**src/rtl/data_mem_ctrl.sv**
```systemverilog
// Purpose : data-side memory responder; serialises MEM-stage load/store requests into byte accesses on an 8-bit sync RAM.
// Latency : load N bytes -> mem_enable in cycle N+2; store N bytes -> mem_enable in cycle N+1 (cycle 0 = first IDLE cycle with a flag high).
// Backpressure: none on the request side (requester holds its flag until mem_enable); with IO_STALL_EN, io_full holds IO-region store bytes.
//
// Ports:
//   clk, rst              clock, synchronous active-low reset
//   mem_addr_i            request byte address (sampled when num_of_bytes != 0)
//   num_of_bytes          request size 1/2/4; nonzero marks the capture cycle
//   store_data            store data, byte k goes to address+k
//   load_or_not           load request flag, held until mem_enable
//   store_or_not          store request flag, held until mem_enable (wins over load)
//   load_data             assembled little-endian load result, zero-extended
//   mem_enable            one-cycle completion pulse
//   ram_a/ram_wr/ram_dout RAM byte address, write strobe, write byte
//   ram_din               RAM read byte, one cycle after the address
//   io_full               IO write buffer full (only with IO_STALL_EN)
//
// Configuration macro: IO_STALL_EN -- when defined, store byte cycles to an
// address with addr[17:16] == 2'b11 are held while io_full is high.

module data_mem_ctrl (
  input  logic        clk,
  input  logic        rst,
  input  logic [31:0] mem_addr_i,
  input  logic [2:0]  num_of_bytes,
  input  logic [31:0] store_data,
  input  logic        load_or_not,
  input  logic        store_or_not,
  output logic [31:0] load_data,
  output logic        mem_enable,
  output logic [31:0] ram_a,
  output logic        ram_wr,
  output logic [7:0]  ram_dout,
  input  logic [7:0]  ram_din,
  input  logic        io_full
);

  typedef enum logic [1:0] {
    S_IDLE  = 2'd0,
    S_LOAD  = 2'd1,
    S_STORE = 2'd2,
    S_DONE  = 2'd3
  } state_t;

  // Registered state
  state_t      r_state;
  logic [31:0] r_addr;       // latched request address
  logic [1:0]  r_last;       // latched byte count minus one
  logic [31:0] r_sdata;      // latched store data
  logic [1:0]  r_idx;        // byte index currently on the RAM port
  logic        r_issue;      // load: an address is on ram_a this cycle
  logic        r_rx_vld;     // load: ram_din carries a requested byte this cycle
  logic [1:0]  r_rx_idx;     // load: byte lane for the byte on ram_din
  logic [31:0] r_load_data;
  logic        r_mem_enable;
  logic [31:0] r_ram_a;
  logic        r_ram_wr;
  logic [7:0]  r_ram_dout;

  // Next-state values
  state_t      w_state_nxt;
  logic [31:0] w_addr_nxt;
  logic [1:0]  w_last_nxt;
  logic [31:0] w_sdata_nxt;
  logic [1:0]  w_idx_nxt;
  logic        w_issue_nxt;
  logic        w_rx_vld_nxt;
  logic [1:0]  w_rx_idx_nxt;
  logic [31:0] w_load_data_nxt;
  logic        w_mem_enable_nxt;
  logic [31:0] w_ram_a_nxt;
  logic        w_ram_wr_nxt;
  logic [7:0]  w_ram_dout_nxt;

  // Request capture: a start in the same cycle as the capture must see the
  // live request, so the effective values bypass the capture registers.
  logic        w_cap;
  logic [1:0]  w_cap_last;
  logic [31:0] w_eff_addr;
  logic [1:0]  w_eff_last;
  logic [31:0] w_eff_sdata;

  logic [1:0]  w_idx_inc;
  logic [1:0]  w_idx_adv;
  logic [7:0]  w_store_byte;
  logic        w_hold_start;
  logic        w_hold_run;

  assign w_cap       = (num_of_bytes != 3'd0);
  assign w_cap_last  = num_of_bytes[2] ? 2'd3 : (num_of_bytes[1] ? 2'd1 : 2'd0);
  assign w_eff_addr  = w_cap ? mem_addr_i : r_addr;
  assign w_eff_last  = w_cap ? w_cap_last : r_last;
  assign w_eff_sdata = w_cap ? store_data : r_sdata;

  assign w_idx_inc    = r_idx + 2'd1;
  // A store byte index only advances after a cycle that actually wrote.
  assign w_idx_adv    = r_ram_wr ? w_idx_inc : r_idx;
  assign w_store_byte = r_sdata[{w_idx_adv, 3'b000} +: 8];

`ifdef IO_STALL_EN
  // Hold decisions are registered: io_full in cycle c suppresses the write in c+1.
  assign w_hold_start = io_full && (w_eff_addr[17:16] == 2'b11);
  assign w_hold_run   = io_full && (r_addr[17:16] == 2'b11);
`else
  logic w_io_full_unused;
  assign w_io_full_unused = io_full;
  assign w_hold_start     = 1'b0;
  assign w_hold_run       = 1'b0;
`endif

  always_comb begin
    w_state_nxt      = r_state;
    w_addr_nxt       = r_addr;
    w_last_nxt       = r_last;
    w_sdata_nxt      = r_sdata;
    w_idx_nxt        = r_idx;
    w_issue_nxt      = 1'b0;
    w_rx_vld_nxt     = 1'b0;
    w_rx_idx_nxt     = r_rx_idx;
    w_load_data_nxt  = r_load_data;
    w_mem_enable_nxt = 1'b0;
    w_ram_a_nxt      = 32'd0;
    w_ram_wr_nxt     = 1'b0;
    w_ram_dout_nxt   = 8'd0;

    case (r_state)
      S_IDLE: begin
        if (w_cap) begin
          w_addr_nxt  = mem_addr_i;
          w_last_nxt  = w_cap_last;
          w_sdata_nxt = store_data;
        end
        if (store_or_not) begin
          w_state_nxt = S_STORE;
          w_idx_nxt   = 2'd0;
          if (!w_hold_start) begin
            w_ram_a_nxt    = w_eff_addr;
            w_ram_wr_nxt   = 1'b1;
            w_ram_dout_nxt = w_eff_sdata[7:0];
          end
        end else if (load_or_not) begin
          w_state_nxt     = S_LOAD;
          w_idx_nxt       = 2'd0;
          w_issue_nxt     = 1'b1;
          w_ram_a_nxt     = w_eff_addr;
          w_load_data_nxt = 32'd0;
        end
      end

      S_LOAD: begin
        // Address pipeline runs one cycle ahead of the returning data.
        if (r_rx_vld) begin
          w_load_data_nxt[{r_rx_idx, 3'b000} +: 8] = ram_din;
        end
        w_rx_vld_nxt = r_issue;
        w_rx_idx_nxt = r_idx;
        if (r_issue && (r_idx != r_last)) begin
          w_idx_nxt   = w_idx_inc;
          w_issue_nxt = 1'b1;
          w_ram_a_nxt = r_addr + {30'd0, w_idx_inc};
        end
        if (r_rx_vld && (r_rx_idx == r_last)) begin
          w_state_nxt      = S_DONE;
          w_mem_enable_nxt = 1'b1;
        end
      end

      S_STORE: begin
        if (r_ram_wr && (r_idx == r_last)) begin
          w_state_nxt      = S_DONE;
          w_mem_enable_nxt = 1'b1;
        end else begin
          w_idx_nxt = w_idx_adv;
          if (!w_hold_run) begin
            w_ram_a_nxt    = r_addr + {30'd0, w_idx_adv};
            w_ram_wr_nxt   = 1'b1;
            w_ram_dout_nxt = w_store_byte;
          end
        end
      end

      S_DONE: begin
        // Request flags are still high here; they are deliberately ignored.
        w_state_nxt = S_IDLE;
      end

      default: begin
        w_state_nxt = S_IDLE;
      end
    endcase
  end

  always_ff @(posedge clk) begin
    if (!rst) begin
      r_state      <= S_IDLE;
      r_addr       <= 32'd0;
      r_last       <= 2'd0;
      r_sdata      <= 32'd0;
      r_idx        <= 2'd0;
      r_issue      <= 1'b0;
      r_rx_vld     <= 1'b0;
      r_rx_idx     <= 2'd0;
      r_load_data  <= 32'd0;
      r_mem_enable <= 1'b0;
      r_ram_a      <= 32'd0;
      r_ram_wr     <= 1'b0;
      r_ram_dout   <= 8'd0;
    end else begin
      r_state      <= w_state_nxt;
      r_addr       <= w_addr_nxt;
      r_last       <= w_last_nxt;
      r_sdata      <= w_sdata_nxt;
      r_idx        <= w_idx_nxt;
      r_issue      <= w_issue_nxt;
      r_rx_vld     <= w_rx_vld_nxt;
      r_rx_idx     <= w_rx_idx_nxt;
      r_load_data  <= w_load_data_nxt;
      r_mem_enable <= w_mem_enable_nxt;
      r_ram_a      <= w_ram_a_nxt;
      r_ram_wr     <= w_ram_wr_nxt;
      r_ram_dout   <= w_ram_dout_nxt;
    end
  end

  assign load_data  = r_load_data;
  assign mem_enable = r_mem_enable;
  assign ram_a      = r_ram_a;
  assign ram_wr     = r_ram_wr;
  assign ram_dout   = r_ram_dout;

endmodule

```
**config.mk**
```make
export PLATFORM = sky130hd
export DESIGN_NAME = data_mem_ctrl
export DESIGN_NICKNAME = d
export VERILOG_FILES = /design/src/rtl/data_mem_ctrl.sv
export SDC_FILE = /design/constraint.sdc
export NUM_CORES = 1
export LEC_CHECK = 0
export CAP_MARGIN = 20
export CORE_MARGIN = 2
export CORE_UTILIZATION = 56
export DETAILED_ROUTE_END_ITERATION = 8
export GPL_ROUTABILITY_DRIVEN = 1
export HOLD_SLACK_MARGIN = 0.02
export MAX_ROUTING_LAYER = met4
export PLACE_DENSITY = 0.86
export SYNTH_ARGS = -nofsm -noshare
export SYNTH_HDL_FRONTEND = slang
export SYNTH_SLANG_ARGS = --single-unit
```
**constraint.sdc**
```tcl
create_clock -name clk -period 3.85 [get_ports clk]
set_input_delay 0.5775 -clock clk [delete_from_list [all_inputs] [get_ports clk]]
set_output_delay 0.5775 -clock clk [all_outputs]
set_load 0.02 [all_outputs]
```
# Yosys cells after proc, flatten, opt, wreduce, memory -nomap -nowiden
# Cells that the tools add are included.
[classes]
addsub = 4
n_eq_ne = 14
n_shift = 3
n_mux = 38
reduce_logical = 12
[ops]
columns = ["operator", "n"]
rows = [
  ["2-to-1 mux 32 bit", 8],
  ["one-hot mux 32 bit (3 select lines)", 1],
  ["adder 32 x 2 -> 32 bit", 2],
  ["one-hot mux 32 bit (2 select lines)", 1],
  ["bitwise mux 32 bit", 1],
  ["variable shift 8 x 7 -> 32 bit, first input constant", 1],
  ["variable part select 32 x 6 -> 8 bit", 1],
  ["variable part select 8 x 7 -> 32 bit", 1],
  ["2-to-1 mux 8 bit", 3],
  ["2-to-1 mux 2 bit", 10],
  ["one-hot mux 8 bit (2 select lines)", 1],
  ["inequality test 2 bit, second input constant", 7],
  ["2-to-1 mux 1 bit", 8],
  ["one-hot mux 2 bit (4 select lines)", 1],
  ["AND reduction 4 bit", 2],
  ["negator 5 -> 7 bit", 1],
  ["one-hot mux 1 bit (2 select lines)", 3],
  ["one-hot mux 2 bit (3 select lines)", 1],
  ["nonzero test 3 bit", 2],
  ["== test 2 bit", 2],
  ["== test 2 bit, second input constant", 2],
  ["AND reduction 2 bit", 2],
  ["logical AND 1 bit", 3],
  ["inequality test 3 bit, second input constant", 1],
  ["6 further kinds", 6],
]
[totals]
reg_bits = 148
in_bits = 80
output_inout_bits = 74
word_cells = 85

# Depth between registers and ports, before layout
# Gate-level depths: netlist (run 1).
[logic_depth]
ltp_word = 5
ltp_mapped = 11
ltp_nobuf = 10

# Worst setup path before layout (run 1)
# OpenSTA, ideal clock, no wires.
[synth_timing]
kind = "register -> register"
startpoint = "register r_ram_wr (netlist: ram_wr)"
endpoint = "register r_ram_a[10] (netlist: ram_a[10])"
setup_ps = 128
arrival_ps = 2540
required_ps = 3722
slack_ps = 1182
stages_incl_launch_ff = 11
n_path_buf = 1
synth_period_minus_slack_ps = 2668
path_cell_list = "dfxtp_1 buf_4 xnor2_1 inv_2 ha_1 fa_1 and3_1 and4_1 a221o_1 a21oi_1 nor2_1"
[synth_via]
elab_chain_cells = 4
elab_cells_between_ends = 5
classes_between = "add/sub: 1; mux: 3; reduce/logical: 1"
[synth_rtl]
columns = ["item", "line", "text"]
rows = [
  ["start, declared", "57", "logic r_ram_wr;"],
  ["start signal, assigned", "220", "r_ram_wr <= w_ram_wr_nxt;"],
  ["2-to-1 mux 2 bit", "97", "assign w_idx_adv = r_ram_wr ? w_idx_inc : r_idx;"],
  ["adder 32 x 2 -> 32 bit", "175", "w_ram_a_nxt = r_addr + {30'd0, w_idx_adv};"],
  ["2-to-1 mux 32 bit (*)", "169", "if (r_ram_wr && (r_idx == r_last)) begin"],
  ["one-hot mux 32 bit (3 select lines) (*)", "126", "case (r_state)"],
  ["end signal, assigned", "219", "r_ram_a <= w_ram_a_nxt;"],
  ["end, declared", "56", "logic [31:0] r_ram_a;"],
]
# Every way passes the cells marked *; elsewhere a longest branch is shown, timed or not.
# A chain may end at the register's enable or synchronous reset.

# Worst setup path in the final report (run 1)
[layout_timing]
startpoint = "register r_idx[0]"
endpoint = "register r_ram_a[30] (netlist: ram_a[30])"
[layout_via]
elab_chain_cells = 5
elab_cells_between_ends = 11
classes_between = "add/sub: 3; eq/ne: 2; mux: 4; reduce/logical: 2"
[layout_rtl]
columns = ["item", "line", "text"]
rows = [
  ["start, declared", "50", "logic [1:0] r_idx;"],
  ["start signal, assigned", "213", "r_idx <= w_idx_nxt;"],
  ["adder 2 x 1 -> 2 bit", "95", "assign w_idx_inc = r_idx + 2'd1;"],
  ["2-to-1 mux 2 bit", "97", ""],
  ["adder 32 x 2 -> 32 bit", "175", ""],
  ["2-to-1 mux 32 bit", "169", ""],
  ["one-hot mux 32 bit (3 select lines) (*)", "126", ""],
]
# Marked as above.

==> results of run 1 <==
==> per-stage QoR <==
stage	util	area (sq um)	setup slack [ps]	std cells
after CTS	0.728	9980	819	1285
after global placement	0.679	9320	886	1253
after detailed placement	0.679	9320	839	1253
after global routing	0.728	9990	559	1286
after floorplan	-	7780	1180	977
final	0.728	9990	821	1286
==> cells in the final DEF (no fill, tap or decap), drive strengths merged, types with 18 or more instances in the layout <==
cell           count
a21oi             62
o21ai             20
nand3             39
a221oi            18
nand2            265
clkbuf            18
nor2              47
dfxtp            148
xor2              22
a21boi            93
clkdlybuf4s50    151
==> layer usage <==
metal  vias to the layer above  track usage  share of wire
met2                       315        0.514           0.50
met5                         -            -              0
met3                        81       0.0651          0.060
li1                       3641            -              -
met4                         0        0.165          0.042
met1                      3574        0.358           0.40
==> state kept, by name (all words and copies together) (netlist names), 2 cells and up <==
name and flops:
load_data 32, r_addr 32, r_sdata 32, ram_a 32
ram_dout 8, r_idx 2, r_last 2, r_rx_idx 2
r_state 2
==> power by group through the flow <==
stage,clock network (uW),registers [uW],logic [uW]
CTS,1860,2080,2330
floorplan,0,2100,1550
global route,1920,2120,2570
global placement,0,2090,2250
detailed placement,0,2110,2300
finish,1860,2090,2340
==> path summary, 6_finish.rpt <==
| check | start | to | slack (ps) | cells past startpoint |
|---|---|---|---|---|
| worst max-delay path | r_idx[0] | ram_a[30] | 820 | 10 |
| worst min-delay path | load_data[19] | load_data[19] | 470 | 2 |
| worst max register to register | r_idx[0] | ram_a[30] | 820 | 10 |
| worst min register to register | load_data[19] | load_data[19] | 470 | 2 |
==> final cells by class <==
| class | instances | area [sq um] |
|---|---|---|
| multi-input combinational | 748 | 4460 |
| clock buffer | 18 | 439 |
| inverter | 12 | 45.0 |
| antenna | 1 | 2.50 |
| tap | 180 | 225 |
| sequential | 148 | 2960 |
| clock inverter | 14 | 224 |
| fill | 1095 | 3730 |
| timing repair buffer | 165 | 1630 |
==> kinds of logic after synthesis <==
family	after synthesis
AOI/OAI and AO/OA	243
xor gates and xnor gates	35
adders and majority gates	14
buffers and inverters	81
DFF	148
muxes	10
and+or+nand+nor	446
==> critical path: cells and delay by family, from the launching register on <==
kind | cells | cell delay [ps]
buffers and inverters | 1 | 260
xor gates and xnor gates | 2 | 320
and+or+nand+nor | 4 | 910
adders and majority gates | 2 | 530
AOI/OAI and AO/OA | 1 | 310
DFF | 1 | 580
==> impl_metrics.yaml, run 1 <==
timing:
  tns_ps: 0
  finalCriticalPeriod_ps: 3030
  worst_pin_slew_ps: 911
  min_period_over_period: 0.787
  slew_headroom: 0.393
  drv_slew: 0
  whs_ps: 466
  final_hold_viol_count: 0
  fmax_mhz: 330
  setup_viol: 0
  finalClockSkew_ps: 3.95
  rsz0062_at_grt: "false"
floorplan:
  start_util: 0.567
  die-area_sq_um: 14800
  core_area_sq_um: 13700
  placementRows: 43
  fp.dieH_um: 122
  ioPinCount: 154
  fp.dieW_um: 122
global_route:
  grt_usage: 0.312
  grt_max_degree: 109
  antenna_found_initial: 1
  overflow: 0
  grt_pass1_vias: 7460
  grt_pass1_wl_um: 35700
setup_path:
  crit_slowest_cell: "dfxtp_1"
  path_cells: "xnor2_1 -> inv_2 -> ha_1 -> fa_1 -> and3_1 -> nand4_1 -> nor4_1 -> xor2_1 -> a221oi_1 -> nor2_1"
  critical_path.max_stage_delay_ps: 580
  critical_path.endpoint_type: "flip-flop"
  crit_required_ps: 4160
  start_kind: "flip-flop"
  worstSetupPathType: "reg2reg"
  cp_max_fo: 8
  worstPathArrival_ps: 3340
clock_tree:
  cts_root_buf: "clkbuf_16"
  cts.path.max_buffers: 2
  cts_resized: 0
  cts.clk_slew.worst_paths_ps: 60
  cts_tree: "done"
  post_cts_buffers: 0
  cts_made_buffers: 17
  h-tree-depth: 4
  clock_sinks: 148
  clk_latency_ps: 430
  cts_hold_buffers: 0
route:
  wl_um: 22400
  drc_errors: 0
  vias: 7611
  antenna_left: 0
  dr.first_iter.drc_count: 656
  post_drt_wl_per_cell_um: 17.4
  avgViaCountPerCell: 5.92
  first_pass_iters: 5
power_and_ir_drop:
  peakVddDrop_uv: 429
  p_seq_frac: 0.333
  combPwrFrac: 0.372
  clkPwrFrac: 0.295
  netSwitchingPower_uw: 2430
  p_leak_uw: 0.00376
  total_power_uw: 6290
  powerDensity_nw_per_um2: 630
  switching_share: 0.386
  p_int_uw: 3860
logic_synthesis:
  synth_area_leader_cell: "dfxtp_1"
  ys_seq_area_frac: 0.381
  ys_top_cells_by_count: "nand2_1, dfxtp_1, a21boi_0"
  synth-compound-area-share: 0.215
  synth_area_sq_um: 7780
  yosysMostFrequentCell: "nand2_1"
  synthSimpleGateAreaFrac: 0.263
  postSynthAreaPerCell_sq_um: 7.96
  synthMuxAreaShare: 0.0257
  synth.distinct_cells: 65
  synth_xor_area_frac: 0.0423
  ys_seq_elements: 148
  postSynthCellCount: 977
  yosysWarnings: 0
  synth_edf_count: 0
  synth.top_cell.area_share: 0.381
  ys_top_cells_by_area: "dfxtp_1, nand2_1, a21boi_0"
  synthAdderAreaFrac: 0.0244
  synth_top_family_by_area: "simple AND/OR/NAND/NOR gates"
  synthFlopType: "dfxtp_1"
  synth_nets: 1071
  async_reset_ff_frac: 0
layout:
  area_growth_pct: 28.4
  fin_nets: 1186
  layout-drive-gt1-share: 0.0679
placed_design:
  place_congestion: 0.975
  port-buffer-count: 152
  hpwl_um: 14500
min_path:
  hold_path_class: "reg2reg"
run:
  maxCapViolCount: 0
outcome:
  status: "complete, no violations"
Power figures use the tool's default switching activity.
==> run 2: changes to the inputs <==
Settings changed: CORE_UTILIZATION 56 to 47, PLACE_DENSITY 0.86 to 0.77.
Clock period 3.85 ns to 2.6 ns, I/O delays scaled along.
==> run 2 against run 1 <==
Against the previous run:
- wire length up 0.89%
- via count is 0.43% higher
- global-route usage down 4.7 points
- clock power up 38%
- largest power group unchanged
- non-clock buffer count grew 36
- register-to-register slack worse by 700 ps
==> impl_metrics.yaml, run 2 (synthesized netlist as in run 1, its figures left out) <==
global_route:
  grt_pass1_vias: 7342
  grt_max_degree: 67
  overflow: 0
  antenna_found_initial: 1
  grt_pass1_wl_um: 36500
  grt_usage: 0.265
timing:
  final_hold_viol_count: 0
  tns_ps: 0
  finalCriticalPeriod_ps: 2480
  whs_ps: 430
  setup_viol: 0
  min_period_over_period: 0.954
  slew_headroom: 0.540
  finalClockSkew_ps: 9.50
  worst_pin_slew_ps: 686
  drv_slew: 0
  fmax_mhz: 403
setup_path:
  worstPathArrival_ps: 2800
  path_common_cell: "xor2_1"
  r2r_start: "r_idx[0]"
  path_cells: "buf_4 -> xor2_1 -> ha_1 -> a21o_1 -> nand4_4 -> nor4_2 -> xor2_1 -> a221oi_1 -> nor2_1"
  ff2ff_path_depth: 9
  crit_buf_inv: 1
  critical_path.endpoint_type: "flip-flop"
  cp_num_cells: 9
  rrSetupSlack_ps: 120
  worstSetupPathType: "reg2reg"
  cp_max_fo: 10
  crit_start: "r_idx[0]"
  crit_family: "simple AND/OR/NAND/NOR gates"
  crit_required_ps: 2920
  critical_path.max_stage_delay_ps: 390
  start_kind: "flip-flop"
  crit_slowest_cell: "nor4_2"
route:
  dr.first_iter.drc_count: 786
  antenna_left: 0
  drc_errors: 0
  post_drt_wl_per_cell_um: 16.6
  avgViaCountPerCell: 5.61
  first_pass_iters: 5
  wl_um: 22600
  vias: 7644
layout:
  layout-drive-gt1-share: 0.105
  area_growth_pct: 32.7
  fillers: 1405
  fin_nets: 1222
  layout_commonest_cell: "nand2_1"
  final_cell_mix: "nand2_1, clkdlybuf4s50_1, dfxtp_1"
  utilization: 0.629
floorplan:
  core_area_sq_um: 16400
  fp.dieH_um: 133
  start_util: 0.474
  fp.dieW_um: 133
  placementRows: 47
  ioPinCount: 154
  die-area_sq_um: 17600
clock_tree:
  cts_root_buf: "clkbuf_16"
  cts_made_buffers: 17
  cts.path.max_buffers: 2
  cts_hold_buffers: 0
  cts.clk_slew.worst_paths_ps: 60
  h-tree-depth: 4
  cts_tree: "done"
  clk_latency_ps: 440
  clock_sinks: 148
min_path:
  hold_path_class: "in2reg"
  min-delay-start: "rst"
  hold_depth: 3
placed_design:
  hpwl_um: 15500
  place_congestion: 0.981
  port-buffer-count: 152
power_and_ir_drop:
  powerDensity_nw_per_um2: 908
  p_leak_uw: 0.00394
  peakVddDrop_uv: 553
run:
  maxCapViolCount: 0
outcome:
  status: "complete, no violations"
## run 2: cell types whose count changed in the layout (fill, tap and decap cells not counted), moves of 2 or more
cell	before	now
clkinvlp_4	3	0
inv_8	1	3
inv_6	3	6
nor4_1	14	10
bufinv_16	5	2
buf_4	12	47
nor4_2	1	5
## run 2: final cells by class
| type | count | area, sq um | share of cell area |
|---|---|---|---|
| Multi-Input combinational cell | 748 | 4510 | 0.437 |
| Sequential cell | 148 | 2960 | 0.287 |
| Timing Repair Buffer | 201 | 1910 | 0.185 |
| Clock buffer | 17 | 425 | 0.0412 |
| Tap cell | 220 | 275 | 0.0267 |
| Clock inverter | 15 | 185 | 0.0179 |
| Inverter | 12 | 45.0 | 0.00437 |
| Antenna cell | 1 | 2.50 | 0.000243 |
## run 2: power breakdown
group	total (uW)	switching, uW	internal, uW	leakage [uW]
combinational	3780	2280	1490	0.00242
sequential	3030	350	2680	0.00121
clock	2570	1110	1460	0.000302
total	9370	3740	5630	0.00394
## run 2: layer usage
layer  vias up  share of wire  global-route usage
met5         -              0                   -
met4         0          0.027               0.114
met3        49          0.062              0.0456
met2       322           0.49               0.433
met1      3567           0.42               0.324
li1       3706              -                   -
## run 2: through the flow
step                      cells  instance area, sq um  worst slack [ps]  power (uW)
after floorplan             977                  7790              3.69        5410
after global placement     1326                  9640               108        6700
after detailed placement   1326                  9640              76.6        6770
after CTS                  1358                 10300              52.9        9340
after global routing       1362                 10300             -31.1        9910
final                      1362                 10300               118        9370
## run 2: worst paths after layout
check,endpoint
max,ram_a[27]
max reg2reg,ram_a[27]
min,ram_a[1]
min reg2reg,load_data[9]
## run 2: tightest hold or removal path: stages
cell and delay (ps):
buf_2 120, nand2b_1 190, nor2_1 140
## run 2: repair_timing
action / CTS / global route
buffers inserted: 0 / 3
hold endpoints to repair: 0 / 0
setup endpoints to repair: 0 / 8
resized for setup: 0 / 7
